**config.mk**
```make
export PLATFORM = sky130hd
export DESIGN_NAME = uart_rx_frame_buffer
export DESIGN_NICKNAME = d
export VERILOG_FILES = /design/src/rtl/uart_rx_pkg.sv /design/src/rtl/uart_rx_fifo.sv /design/src/rtl/uart_rx_frame_buffer.sv
export SDC_FILE = /design/constraint.sdc
export NUM_CORES = 1
export LEC_CHECK = 0
export ABC_AREA = 0
export CAP_MARGIN = 20
export CORE_ASPECT_RATIO = 1.25
export CORE_MARGIN = 4
export CORE_UTILIZATION = 25
export CTS_BUF_LIST = sky130_fd_sc_hd__clkbuf_2 sky130_fd_sc_hd__clkbuf_4 sky130_fd_sc_hd__clkbuf_8
export DETAILED_ROUTE_END_ITERATION = 16
export SYNTH_ARGS = -nofsm -noshare
export SYNTH_HDL_FRONTEND = slang
export SYNTH_SLANG_ARGS = --single-unit
```
**constraint.sdc**
```tcl
create_clock -name clk -period 6.34 [get_ports clk]
set_input_delay 1.268 -clock clk [delete_from_list [all_inputs] [get_ports clk]]
set_output_delay 1.268 -clock clk [all_outputs]
set_load 0.03 [all_outputs]
```
**src/rtl/uart_rx_pkg.sv**
```systemverilog
// Shared types and constants for the UART receive frame buffer.
package uart_rx_pkg;

  localparam int RX_MIN_DATA_BITS = 5;
  localparam int RX_MAX_DATA_BITS = 8;

  // One received frame as stored in the receive FIFO.
  typedef struct packed {
    logic                        frame_err;
    logic                        parity_err;
    logic [RX_MAX_DATA_BITS-1:0] data;
  } rx_entry_t;

  // Map a configured data-bit count to the count actually used.
  // Illegal values fall back to the widest frame.
  function automatic logic [3:0] rx_eff_data_bits(input logic [3:0] cfg);
    if (cfg >= 4'(RX_MIN_DATA_BITS) && cfg <= 4'(RX_MAX_DATA_BITS)) begin
      return cfg;
    end
    return 4'(RX_MAX_DATA_BITS);
  endfunction

endpackage

```
**src/rtl/uart_rx_fifo.sv**
```systemverilog
// Small synchronous receive FIFO. A push into a full FIFO is accepted
// only when a pop happens in the same cycle; otherwise it is refused.
module uart_rx_fifo
  import uart_rx_pkg::*;
#(
  parameter int  DEPTH   = 8,
  parameter type entry_t = rx_entry_t
) (
  input  logic                       clk,
  input  logic                       rst,
  input  logic                       push,
  input  logic                       pop,
  input  entry_t                     din,
  output entry_t                     dout,
  output logic                       full,
  output logic                       empty,
  output logic [$clog2(DEPTH+1)-1:0] level
);

  localparam int PTR_W = $clog2(DEPTH);
  localparam int LVL_W = $clog2(DEPTH+1);

  entry_t             mem_q [DEPTH];
  logic [PTR_W-1:0]   wr_ptr_q, wr_ptr_d;
  logic [PTR_W-1:0]   rd_ptr_q, rd_ptr_d;
  logic [LVL_W-1:0]   level_q, level_d;
  logic               push_ok;
  logic               pop_ok;

  assign full  = (level_q == LVL_W'(DEPTH));
  assign empty = (level_q == '0);
  assign level = level_q;
  assign dout  = mem_q[rd_ptr_q];

  assign pop_ok  = pop & ~empty;
  assign push_ok = push & (~full | pop_ok);

  // Next pointer and occupancy values.
  always_comb begin
    // NOTE: every always_comb output gets a default first so no path leaves it unassigned (no latch).
    wr_ptr_d = wr_ptr_q;
    rd_ptr_d = rd_ptr_q;
    level_d  = level_q;
    if (push_ok) wr_ptr_d = wr_ptr_q + PTR_W'(1);
    if (pop_ok)  rd_ptr_d = rd_ptr_q + PTR_W'(1);
    case ({push_ok, pop_ok})
      2'b10:   level_d = level_q + LVL_W'(1);
      2'b01:   level_d = level_q - LVL_W'(1);
      default: level_d = level_q;
    endcase
  end

  // Pointer and occupancy registers.
  always_ff @(posedge clk) begin
    // NOTE: state is updated with <= so every flop samples pre-edge values regardless of block order.
    if (rst) begin
      wr_ptr_q <= '0;
      rd_ptr_q <= '0;
      level_q  <= '0;
    end else begin
      wr_ptr_q <= wr_ptr_d;
      rd_ptr_q <= rd_ptr_d;
      level_q  <= level_d;
    end
  end

  // Storage write. When full with a pop, wr_ptr equals rd_ptr and the
  // head slot is reused after the current head has been consumed.
  always_ff @(posedge clk) begin
    // NOTE: storage is not reset; emptiness comes from level, and leaving it out keeps this a plain RAM.
    if (push_ok) mem_q[wr_ptr_q] <= din;
  end

endmodule

```
**src/rtl/uart_rx_frame_buffer.sv**
```systemverilog
// Receive frame assembler: shifts in data bits LSB-first on the rx FSM's
// strobes, checks parity and stop bits, and queues each frame with its
// error flags in a FIFO drained through a valid/ready port.
module uart_rx_frame_buffer
  import uart_rx_pkg::*;
#(
  parameter int DEPTH  = 8,
  parameter int DATA_W = 8
) (
  input  logic                       clk,
  input  logic                       rst,
  input  logic                       rx,
  input  logic                       shift_bits,
  input  logic                       done,
  input  logic [3:0]                 cfg_data_bits,
  input  logic                       cfg_parity_en,
  input  logic                       cfg_parity_odd,
  input  logic                       rd_ready,
  output logic                       rd_valid,
  output logic [DATA_W-1:0]          rd_data,
  output logic                       rd_parity_err,
  output logic                       rd_frame_err,
  output logic [$clog2(DEPTH+1)-1:0] level,
  output logic                       overrun,
  input  logic                       overrun_clr
);

  localparam int                IDX_W   = $clog2(DATA_W + 2);
  localparam logic [IDX_W-1:0]  IDX_MAX = IDX_W'(DATA_W + 1);

  typedef struct packed {
    logic              frame_err;
    logic              parity_err;
    logic [DATA_W-1:0] data;
  } frame_entry_t;

  // Frame assembly state.
  logic [IDX_W-1:0]  idx_q, idx_d;
  logic [DATA_W-1:0] sr_q, sr_d;
  logic              par_bit_q, par_bit_d;
  // Configuration held for the frame in progress.
  logic [3:0]        nbits_q, nbits_d;
  logic              par_en_q, par_en_d;
  logic              par_odd_q, par_odd_d;
  logic              overrun_q, overrun_d;

  // Effective configuration: live inputs before the first bit, latched after.
  logic [3:0]        nbits;
  logic              par_en;
  logic              par_odd;
  logic [IDX_W-1:0]  need_bits;
  logic [DATA_W-1:0] frame_data;
  logic              exp_par;
  frame_entry_t      new_entry;

  frame_entry_t      head;
  logic              fifo_full;
  logic              fifo_empty;
  logic              pop_now;
  logic              dropped;

  // Frame assembly and end-of-frame checks.
  always_comb begin
    nbits   = (idx_q == '0) ? rx_eff_data_bits(cfg_data_bits) : nbits_q;
    par_en  = (idx_q == '0) ? cfg_parity_en  : par_en_q;
    par_odd = (idx_q == '0) ? cfg_parity_odd : par_odd_q;

    need_bits  = IDX_W'(nbits) + IDX_W'(par_en);
    frame_data = sr_q >> (DATA_W - int'(nbits));
    exp_par    = (^frame_data) ^ par_odd;

    new_entry.data       = frame_data;
    new_entry.parity_err = par_en & (par_bit_q != exp_par);
    new_entry.frame_err  = ~rx | (idx_q < need_bits);

    idx_d     = idx_q;
    sr_d      = sr_q;
    par_bit_d = par_bit_q;
    nbits_d   = nbits_q;
    par_en_d  = par_en_q;
    par_odd_d = par_odd_q;

    if (done) begin
      // A coincident shift strobe is ignored; the frame closes here.
      idx_d     = '0;
      sr_d      = '0;
      par_bit_d = 1'b0;
    end else if (shift_bits) begin
      if (idx_q == '0) begin
        nbits_d   = nbits;
        par_en_d  = par_en;
        par_odd_d = par_odd;
      end
      if (idx_q < IDX_W'(nbits)) begin
        sr_d = {rx, sr_q[DATA_W-1:1]};
      end else if (idx_q == IDX_W'(nbits) && par_en) begin
        par_bit_d = rx;
      end
      if (idx_q != IDX_MAX) idx_d = idx_q + IDX_W'(1);
    end
  end

  // Sticky overrun: a frame that finds the FIFO full with no pop is lost.
  always_comb begin
    pop_now   = rd_ready & ~fifo_empty;
    dropped   = done & fifo_full & ~pop_now;
    overrun_d = overrun_q;
    if (overrun_clr) overrun_d = 1'b0;
    if (dropped)     overrun_d = 1'b1;
  end

  // Assembler, configuration and overrun registers.
  always_ff @(posedge clk) begin
    if (rst) begin
      idx_q     <= '0;
      sr_q      <= '0;
      par_bit_q <= 1'b0;
      nbits_q   <= '0;
      par_en_q  <= 1'b0;
      par_odd_q <= 1'b0;
      overrun_q <= 1'b0;
    end else begin
      idx_q     <= idx_d;
      sr_q      <= sr_d;
      par_bit_q <= par_bit_d;
      nbits_q   <= nbits_d;
      par_en_q  <= par_en_d;
      par_odd_q <= par_odd_d;
      overrun_q <= overrun_d;
    end
  end

  uart_rx_fifo #(
    .DEPTH   (DEPTH),
    .entry_t (frame_entry_t)
  ) u_fifo (
    .clk   (clk),
    .rst   (rst),
    .push  (done),
    .pop   (rd_ready),
    .din   (new_entry),
    .dout  (head),
    .full  (fifo_full),
    .empty (fifo_empty),
    .level (level)
  );

  // Head outputs are forced to zero while empty so stale storage never shows.
  assign rd_valid      = ~fifo_empty;
  assign rd_data       = fifo_empty ? '0 : head.data;
  assign rd_parity_err = ~fifo_empty & head.parity_err;
  assign rd_frame_err  = ~fifo_empty & head.frame_err;
  assign overrun       = overrun_q;

endmodule

```
==> key figures, run 1 <==
Clocking
  – Clock Latency Late Sink: 0.43 ns
  – Clk pin slew, worst setup/hold paths: 0.07 ns
  – CTS tree: built
  – Htree depth: 4
  – Hold_buf cts: 0
  – Post CTS Setup Buffer Count: 0
  – Resized cells post-CTS: 0
  – CTS Root Cell: clkbuf_8
  – Clk sinks: 113
  – Max clock buf depth: 2
  – TritonCTS buffer count: 17

Die
  – Total die area: 0.0238 mm^2
  – Core Rows: 59
  – Die Width: 139 um
  – Core Region: 0.0209 mm^2
  – Starting Density: 25.5%
  – Die Y-Extent: 171 um
  – Ports: 29

Critical path
  – Register-to-register setup slack: 1.59 ns
  – CP Launch Type: input pin
  – CP peak stage delay: 0.60 ns
  – Worst r2r src: idx_q[0]
  – Critical path buffers and inverters: 2
  – Slowest CP cell: nor3_1
  – Reg2Reg Depth: 14
  – Worst setup EP type: flop
  – Crit path max fanout: 9
  – FF-to-FF End: u_fifo.mem_q[2][8]
  – Required @ worst endpoint: 6.46 ns
  – CP Class: in -> reg
  – Worst path top cell family by delay: simple AND/OR/NAND/NOR gates
  – Worst EP arrival: 5.15 ns
  – Worst path cell trace: clkdlybuf4s50_1 -> and3b_1 -> mux2i_1 -> ha_1 -> inv_1 -> o211ai_1 -> and3b_1 -> nand2b_1 -> o211ai_1 -> and3_1 -> xnor3_1 -> o21a_1 -> nor3_1

Layout
  – Filler cells: 2070
  – Antenna cell count: 0
  – NumNets Final: 472
  – Final cell count without fillers: 727
  – Layout cells sized above 1: 17.4%
  – Most frequent cells in the layout: edfxtp_1, nor2_1, dfxtp_1
  – Layout overhead on the synthesized area: 20.4%
  – Leading cell type in the layout, fill and taps excluded: edfxtp_1

Synthesis
  – Post-Syn Area: 0.00533 mm^2
  – Flops & latches, synth: 113
  – Post-synth top area share: 45.0%
  – Synth area leaders: edfxtp_1, dfxtp_1, mux4_2
  – Synth unique cells: 48
  – Ys async rst share: 0%
  – YS warnings: 0
  – Synthesized area per cell: 13.5 um^2
  – Cell taking the most area after synthesis: edfxtp_1
  – Post-synth EDFFs: 80
  – Ys flop type: edfxtp_1
  – Gate Count Post-Synth: 396
  – Seq/Total Area, Yosys: 57.4%
  – Syn Nets: 428

Min path
  – Tightest Hold Check Type: reg -> reg
  – Hold path endpoint: overrun
  – Worst Hold Depth: 2
  – Hold_sp: overrun

Placed design
  – Post-Place Cells: 691
  – DP HPWL: 7440 um
  – Port bufs: 28
  – Worst slack at placement: 0.999 ns
  – Placer congestion estimate: 0.847

Timing
  – Max-slew violations: 0
  – Max_slew headroom: 32.6%
  – Final WS setup: 1.31 ns
  – RSZ-0062 raised after global routing: no
  – Final setup viols: 0
  – Period Utilization, post-route: 79.3%
  – Fin. Hold Viols: 0
  – Setup TNS Final: 0 ns
  – Clock skew: 0.0158 ns
  – Minimum clock period: 5.03 ns
  – Max Freq: 199 MHz
  – Worst Tran Pin Value: 1.01 ns
  – Min Hold Slack: 0.484 ns

Power
  – Total Power: 2.26 mW
  – Internal: 1.54 mW
  – Clock share of power: 31.0%
  – Leak Pwr: 2.23 nW
  – Combinational share of power: 30.5%
  – Sequential share of power: 38.5%
  – Peak VDD IR: 160 uV
  – Net Sw Frac: 32.2%
  – Net switching power: 0.729 mW
  – PwrDens: 353 mW/mm^2

Global route
  – First-pass GRT wire length: 17900 um
  – GR Util All Layers: 9.61%
  – GR Overflow Total: 0
  – Initial antenna violation count: 0
  – Vias in the first global route: 3456
  – Largest net degree at the start of global routing: 21

Outcome
  – Outcome: finished clean

Drt
  – DRC Markers: 0
  – ANT nets after route: 0
  – Routed vias: 3294
  – Initial drt markers: 167
  – Pre-antenna DRT Iters: 4
  – WL final: 10900 um
  – Vias per cell: 4.53
  – WL/cell: 15.0 um

Flow run
  – Max Cap Viol: 0
-- metal layers --
metal  wire length [um]  vias up  part of all wire (%)  track usage (%)
li1                   -     1566                     -                -
met1               4630     1659                    43             10.8
met2               5760       55                    53             17.1
met3                315       14                   2.9             2.75
met4                164        0                   1.5             4.13
met5                  0        -                     0                0
-- synthesized netlist by cell type, types with 2 or more instances --
library cell / number
and2_1: 5
nor2_1: 52
ha_1: 18
nor3_1: 6
o21ai_0: 3
buf_1: 3
dfxtp_1: 33
nand3_1: 8
nand2_1: 19
inv_1: 13
edfxtp_1: 80
or3_1: 3
nor2b_1: 4
a211oi_1: 4
xnor2_1: 8
buf_2: 2
nor4_1: 2
nand2b_1: 7
a21oi_1: 15
o211ai_1: 6
mux2i_1: 29
and3_1: 3
nand3b_1: 2
clkbuf_1: 9
xor2_1: 8
mux4_2: 25
or2_2: 2
and3b_1: 3
a21o_1: 4
nand4_1: 2
-- registers in the layout, summed over array words and instances, names as in the netlist, named ones only --
| signal | flops |
|---|---|
| par_odd_q | 1 |
| nbits_q | 4 |
| u_fifo.level | 4 |
| u_fifo.mem_q | 80 |
| idx_q | 4 |
| u_fifo.wr_ptr_q | 3 |
| sr_q | 8 |
| u_fifo.rd_ptr_q | 3 |
| overrun | 1 |
| par_en_q | 1 |
| par_bit_q | 1 |
-- worst max-delay path by stage --
| stage | to | startpoint | cells after the start | slack (ns) |
|---|---|---|---|---|
| after floorplan | u_fifo.mem_q[0][8] | cfg_data_bits[2] | 12 | 1.65 |
| after global placement | u_fifo.mem_q[0][8] | cfg_data_bits[3] | 13 | 1.27 |
| after detailed placement | u_fifo.mem_q[3][8] | cfg_data_bits[3] | 13 | 1.0 |
| after CTS | u_fifo.mem_q[1][8] | cfg_data_bits[3] | 13 | 1.45 |
| after global routing | u_fifo.mem_q[1][8] | cfg_data_bits[3] | 13 | 1.06 |
| final | u_fifo.mem_q[2][8] | cfg_data_bits[3] | 13 | 1.31 |
-- per-stage QoR --
step,utilization (%),cell area [um^2]
finish,30.7,6420
global route,30.7,6420
CTS,30.6,6380
detailed placement,28.5,5960
global placement,28.5,5950
floorplan,-,5330
-- kinds of logic (layout without fill, tap and decap cells) --
| kind of cell | count (synthesis) | in the layout | share of synthesized area (%) |
|---|---|---|---|
| flip-flops | 113 | 113 | 57.4 |
| multiplexers | 56 | 56 | 16.5 |
| XOR/XNOR | 17 | 17 | 3.05 |
| buffers and inverters | 28 | 85 | 2.02 |
| AO/OA/AOI/OAI | 39 | 39 | 4.79 |
| adder cells (fa/ha/maj) | 19 | 19 | 4.60 |
| AND/OR/NAND/NOR | 124 | 124 | 11.7 |
-- final cells by class --
class / count / area, um^2 / area share, %
sequential: 113 / 3060 / 47.7
tap: 274 / 343 / 5.34
clock inverter: 15 / 184 / 2.86
multi-input combinational: 255 / 2170 / 33.8
clock buffer: 17 / 234 / 3.64
inverter: 14 / 52.6 / 0.819
timing repair buffer: 39 / 374 / 5.83
-- tightest hold or removal path, stage by stage, from the launching register on --
cell      delay, ns
dfxtp_1        0.31
nand2b_1       0.06
a21oi_1        0.06
-- power groups by stage --
stage / sequential (mW) / clock (mW) / combinational [mW]
CTS: 0.872 / 0.724 / 0.708
finish: 0.872 / 0.703 / 0.690
detailed placement: 0.889 / 0 / 0.703
global route: 0.876 / 0.759 / 0.763
floorplan: 0.892 / 0 / 0.456
global placement: 0.887 / 0 / 0.691
Note: power is estimated with default switching activity, not from simulation.
==> inputs of run 2 (changes only) <==
clock period = 4.7 ns   (was 6.34 ns; I/O delays follow)
==> key figures, run 2 (synthesized netlist as in run 1, its figures left out) <==
Timing
  – Max-slew violations: 0 (unchanged)
  – Final setup viols: 0 (unchanged)
  – Fin. Hold Viols: 0 (unchanged)
  – RSZ-0062 raised after global routing: no (unchanged)
  – Max_slew headroom: 32.2% (was 32.6%)
  – Worst Tran Pin Value: 1.02 ns (was 1.01 ns)
  – Clock skew: 0.0187 ns (was 0.0158 ns)
  – Min Hold Slack: 0.479 ns (was 0.484 ns)
  – Final WS setup: 0.413 ns (was 1.31 ns)
  – Minimum clock period: 4.29 ns
  – Period Utilization, post-route: 91.2%
  – Max Freq: 233 MHz

Clocking
  – Clock Latency Late Sink: 0.44 ns (was 0.43 ns)
  – Post CTS Setup Buffer Count: 0 (unchanged)
  – Max clock buf depth: 2 (unchanged)
  – CTS Root Cell: clkbuf_8 (unchanged)
  – CTS tree: built (unchanged)
  – Clk pin slew, worst setup/hold paths: 0.08 ns (was 0.07 ns)
  – Clk sinks: 113 (unchanged)
  – TritonCTS buffer count: 17 (unchanged)
  – Htree depth: 4 (unchanged)

Layout
  – Leading cell type in the layout, fill and taps excluded: edfxtp_1 (unchanged)
  – Layout cells sized above 1: 18.2% (was 17.4%)
  – FF/Latch Area: 0.00306 mm^2 (unchanged)
  – Largest Register: u_fifo.mem_q (unchanged)
  – Max FFs per register: 80 (unchanged)
  – Final cell count without fillers: 730 (was 727)
  – Leading registers by flop count: u_fifo.mem_q: 80 flops, sr_q: 8 flops (unchanged)
  – Layout overhead on the synthesized area: 20.0% (was 20.4%)
  – Multi-input gate area: 0.00217 mm^2 (about the same)
  – Most frequent cells in the layout: edfxtp_1, nor2_1, dfxtp_1 (unchanged)
  – NumNets Final: 475 (was 472)
  – Filler cells: 2061 (was 2070)
  – Antenna cell count: 0 (unchanged)
  – Final instance area: 0.00640 mm^2 (was 0.00642 mm^2)

Global route
  – GR Overflow Total: 0 (unchanged)
  – Vias in the first global route: 3319 (was 3456)
  – Initial antenna violation count: 0 (unchanged)
  – Largest net degree at the start of global routing: 21 (unchanged)
  – First-pass GRT wire length: 17300 um (was 17900 um)
  – GR Util All Layers: 9.41% (was 9.61%)

Placed design
  – DP Area: 0.00601 mm^2 (was 0.00596 mm^2)
  – Port bufs: 28 (unchanged)
  – Post-Place Cells: 698 (was 691)
  – Placer congestion estimate: 0.858 (was 0.847)
  – DP HPWL: 7420 um (was 7440 um)
  – Worst slack at placement: -0.114 ns (was 0.999 ns)

Drt
  – Initial drt markers: 187 (was 167)
  – Pre-antenna DRT Iters: 4 (unchanged)
  – WL final: 10700 um (was 10900 um)
  – Vias per cell: 4.47 (was 4.53)
  – Routed vias: 3265 (was 3294)
  – ANT nets after route: 0 (unchanged)
  – DRC Markers: 0 (unchanged)
  – WL/cell: 14.7 um (was 15.0 um)

Die
  – Starting Density: 25.5% (unchanged)
  – Core Region: 0.0209 mm^2 (unchanged)
  – Die Y-Extent: 171 um (unchanged)
  – Ports: 29 (unchanged)
  – Die Width: 139 um (unchanged)
  – Core Rows: 59 (unchanged)
  – Total die area: 0.0238 mm^2 (unchanged)

Critical path
  – Worst setup EP type: flop (unchanged)
  – CP endpoint: u_fifo.mem_q[2][8] (unchanged)
  – Slowest CP cell: xnor3_1 (was nor3_1)
  – Crit path max fanout: 9 (unchanged)
  – CP Class: reg -> reg (was in -> reg)
  – Required @ worst endpoint: 4.90 ns (was 6.46 ns)
  – Worst EP arrival: 4.48 ns (was 5.15 ns)
  – FF-to-FF End: u_fifo.mem_q[2][8] (unchanged)
  – Worst path cell trace: inv_1 -> ha_1 -> nor3b_4 -> mux2i_1 -> ha_1 -> inv_1 -> o211ai_1 -> and3b_1 -> nand2b_1 -> o211ai_1 -> and3_1 -> xnor3_1 -> o21a_1 -> nor3_2 (was clkdlybuf4s50_1 -> and3b_1 -> mux2i_1 -> ha_1 -> inv_1 -> o211ai_1 -> and3b_1 -> nand2b_1 -> o211ai_1 -> and3_1 -> xnor3_1 -> o21a_1 -> nor3_1)
  – Worst r2r src: idx_q[0] (unchanged)
  – Reg2Reg Depth: 14 (unchanged)
  – Worst setup path startpoint: idx_q[0] (was cfg_data_bits[3])
  – Register-to-register setup slack: 0.41 ns (was 1.59 ns)
  – CP peak stage delay: 0.49 ns (was 0.60 ns)
  – CP Launch Type: flop (was input pin)

Power
  – Leak Pwr: 2.23 nW (about the same)
  – PwrDens: 464 mW/mm^2 (was 353 mW/mm^2)
  – Peak VDD IR: 226 uV (was 160 uV)
  – Total Power: 2.97 mW (was 2.26 mW)

Flow run
  – Max Cap Viol: 0 (unchanged)

Min path
  – Tightest Hold Check Type: reg -> reg (unchanged)

Outcome
  – Outcome: finished clean (unchanged)
==> run 2: cell types whose count changed in the layout (fill, tap and decap cells not counted), sizes merged <==
cell | before | now
clkinv | 5 | 3
inv | 18 | 22
bufinv | 3 | 1
buf | 11 | 14
==> run 2: through the flow <==
| stage | utilization (%) | TNS, ns |
|---|---|---|
| final | 30.6 | 0 |
| after detailed placement | 28.8 | -0.915 |
| after global placement | 28.8 | 0 |
| after floorplan | - | 0 |
| after CTS | 30.6 | 0 |
| after global routing | 30.6 | 0 |
==> run 2: worst max-delay path: cells and delay by family (launching register included) <==
family | cells | cell delay (ns)
adder cells (fa/ha/maj) | 2 | 0.43
flip-flops | 1 | 0.34
buffers and inverters | 2 | 0.29
AO/OA/AOI/OAI | 3 | 0.55
AND/OR/NAND/NOR | 5 | 1.61
multiplexers | 1 | 0.32
XOR/XNOR | 1 | 0.49
==> run 2: worst min path at each step <==
stage                     cells after the start  startpoint      end  slack [ns]
after floorplan                               2     sr_q[0]  sr_q[0]        0.45
after global placement                        2     overrun  overrun        0.46
after detailed placement                      2     overrun  overrun        0.47
after CTS                                     2     overrun  overrun        0.48
after global routing                          2     overrun  overrun        0.53
final                                         2     overrun  overrun        0.48
==> run 2: final cells by class <==
cell class / count / area share (%)
Timing Repair Buffer: 42 / 6.02
Clock buffer: 17 / 3.66
Multi-Input combinational cell: 255 / 34.0
Inverter: 14 / 0.821
Clock inverter: 15 / 2.31
Tap cell: 274 / 5.36
Sequential cell: 113 / 47.9
==> run 2: timing repair <==
item                                   in CTS  in global routing
gates resized for setup                     0                  1
hold buffers                                0                  0
endpoints found under the hold margin       0                  0
setup endpoints to repair                   0                  8
==> run 2: metal layers <==
metal  vias to the layer above  wire length [um]  GRT usage [%]
li1                       1579                 -              -
met1                      1603              4610           10.6
met2                        70              5530           16.9
met3                        13               419           2.42
met4                         0               172           4.17
met5                         -                 0              0
==> run 2: power by group <==
| part | switching [mW] | total [mW] | internal [mW] | leakage [nW] |
|---|---|---|---|---|
| registers | 0.0715 | 1.20 | 1.12 | 0.997 |
| logic | 0.489 | 0.907 | 0.418 | 1.04 |
| clock network | 0.435 | 0.867 | 0.432 | 0.187 |
| total | 0.995 | 2.97 | 1.97 | 2.23 |
==> inputs of run 3 (changes only) <==
--- a/config.mk
+++ b/config.mk
@@ -12,4 +12,5 @@
 export CORE_UTILIZATION = 25
 export CTS_BUF_LIST = sky130_fd_sc_hd__clkbuf_2 sky130_fd_sc_hd__clkbuf_4 sky130_fd_sc_hd__clkbuf_8
+export CTS_CLUSTER_SIZE = 28
 export DETAILED_ROUTE_END_ITERATION = 16
 export SYNTH_ARGS = -nofsm -noshare
==> constraint.sdc (replaced) <==
create_clock -name clk -period 4.7 [get_ports clk]
set_input_delay 0.94 -clock clk [delete_from_list [all_inputs] [get_ports clk]]
set_output_delay 0.94 -clock clk [all_outputs]
set_load 0.05 [all_outputs]
==> results of run 3 <==
The final DEF is identical to that of run 2. Status: finished clean.
Main changes from that run: total power 2.97 mW -> 3.09 mW; worst IR drop on VDD 226 uV -> 294 uV
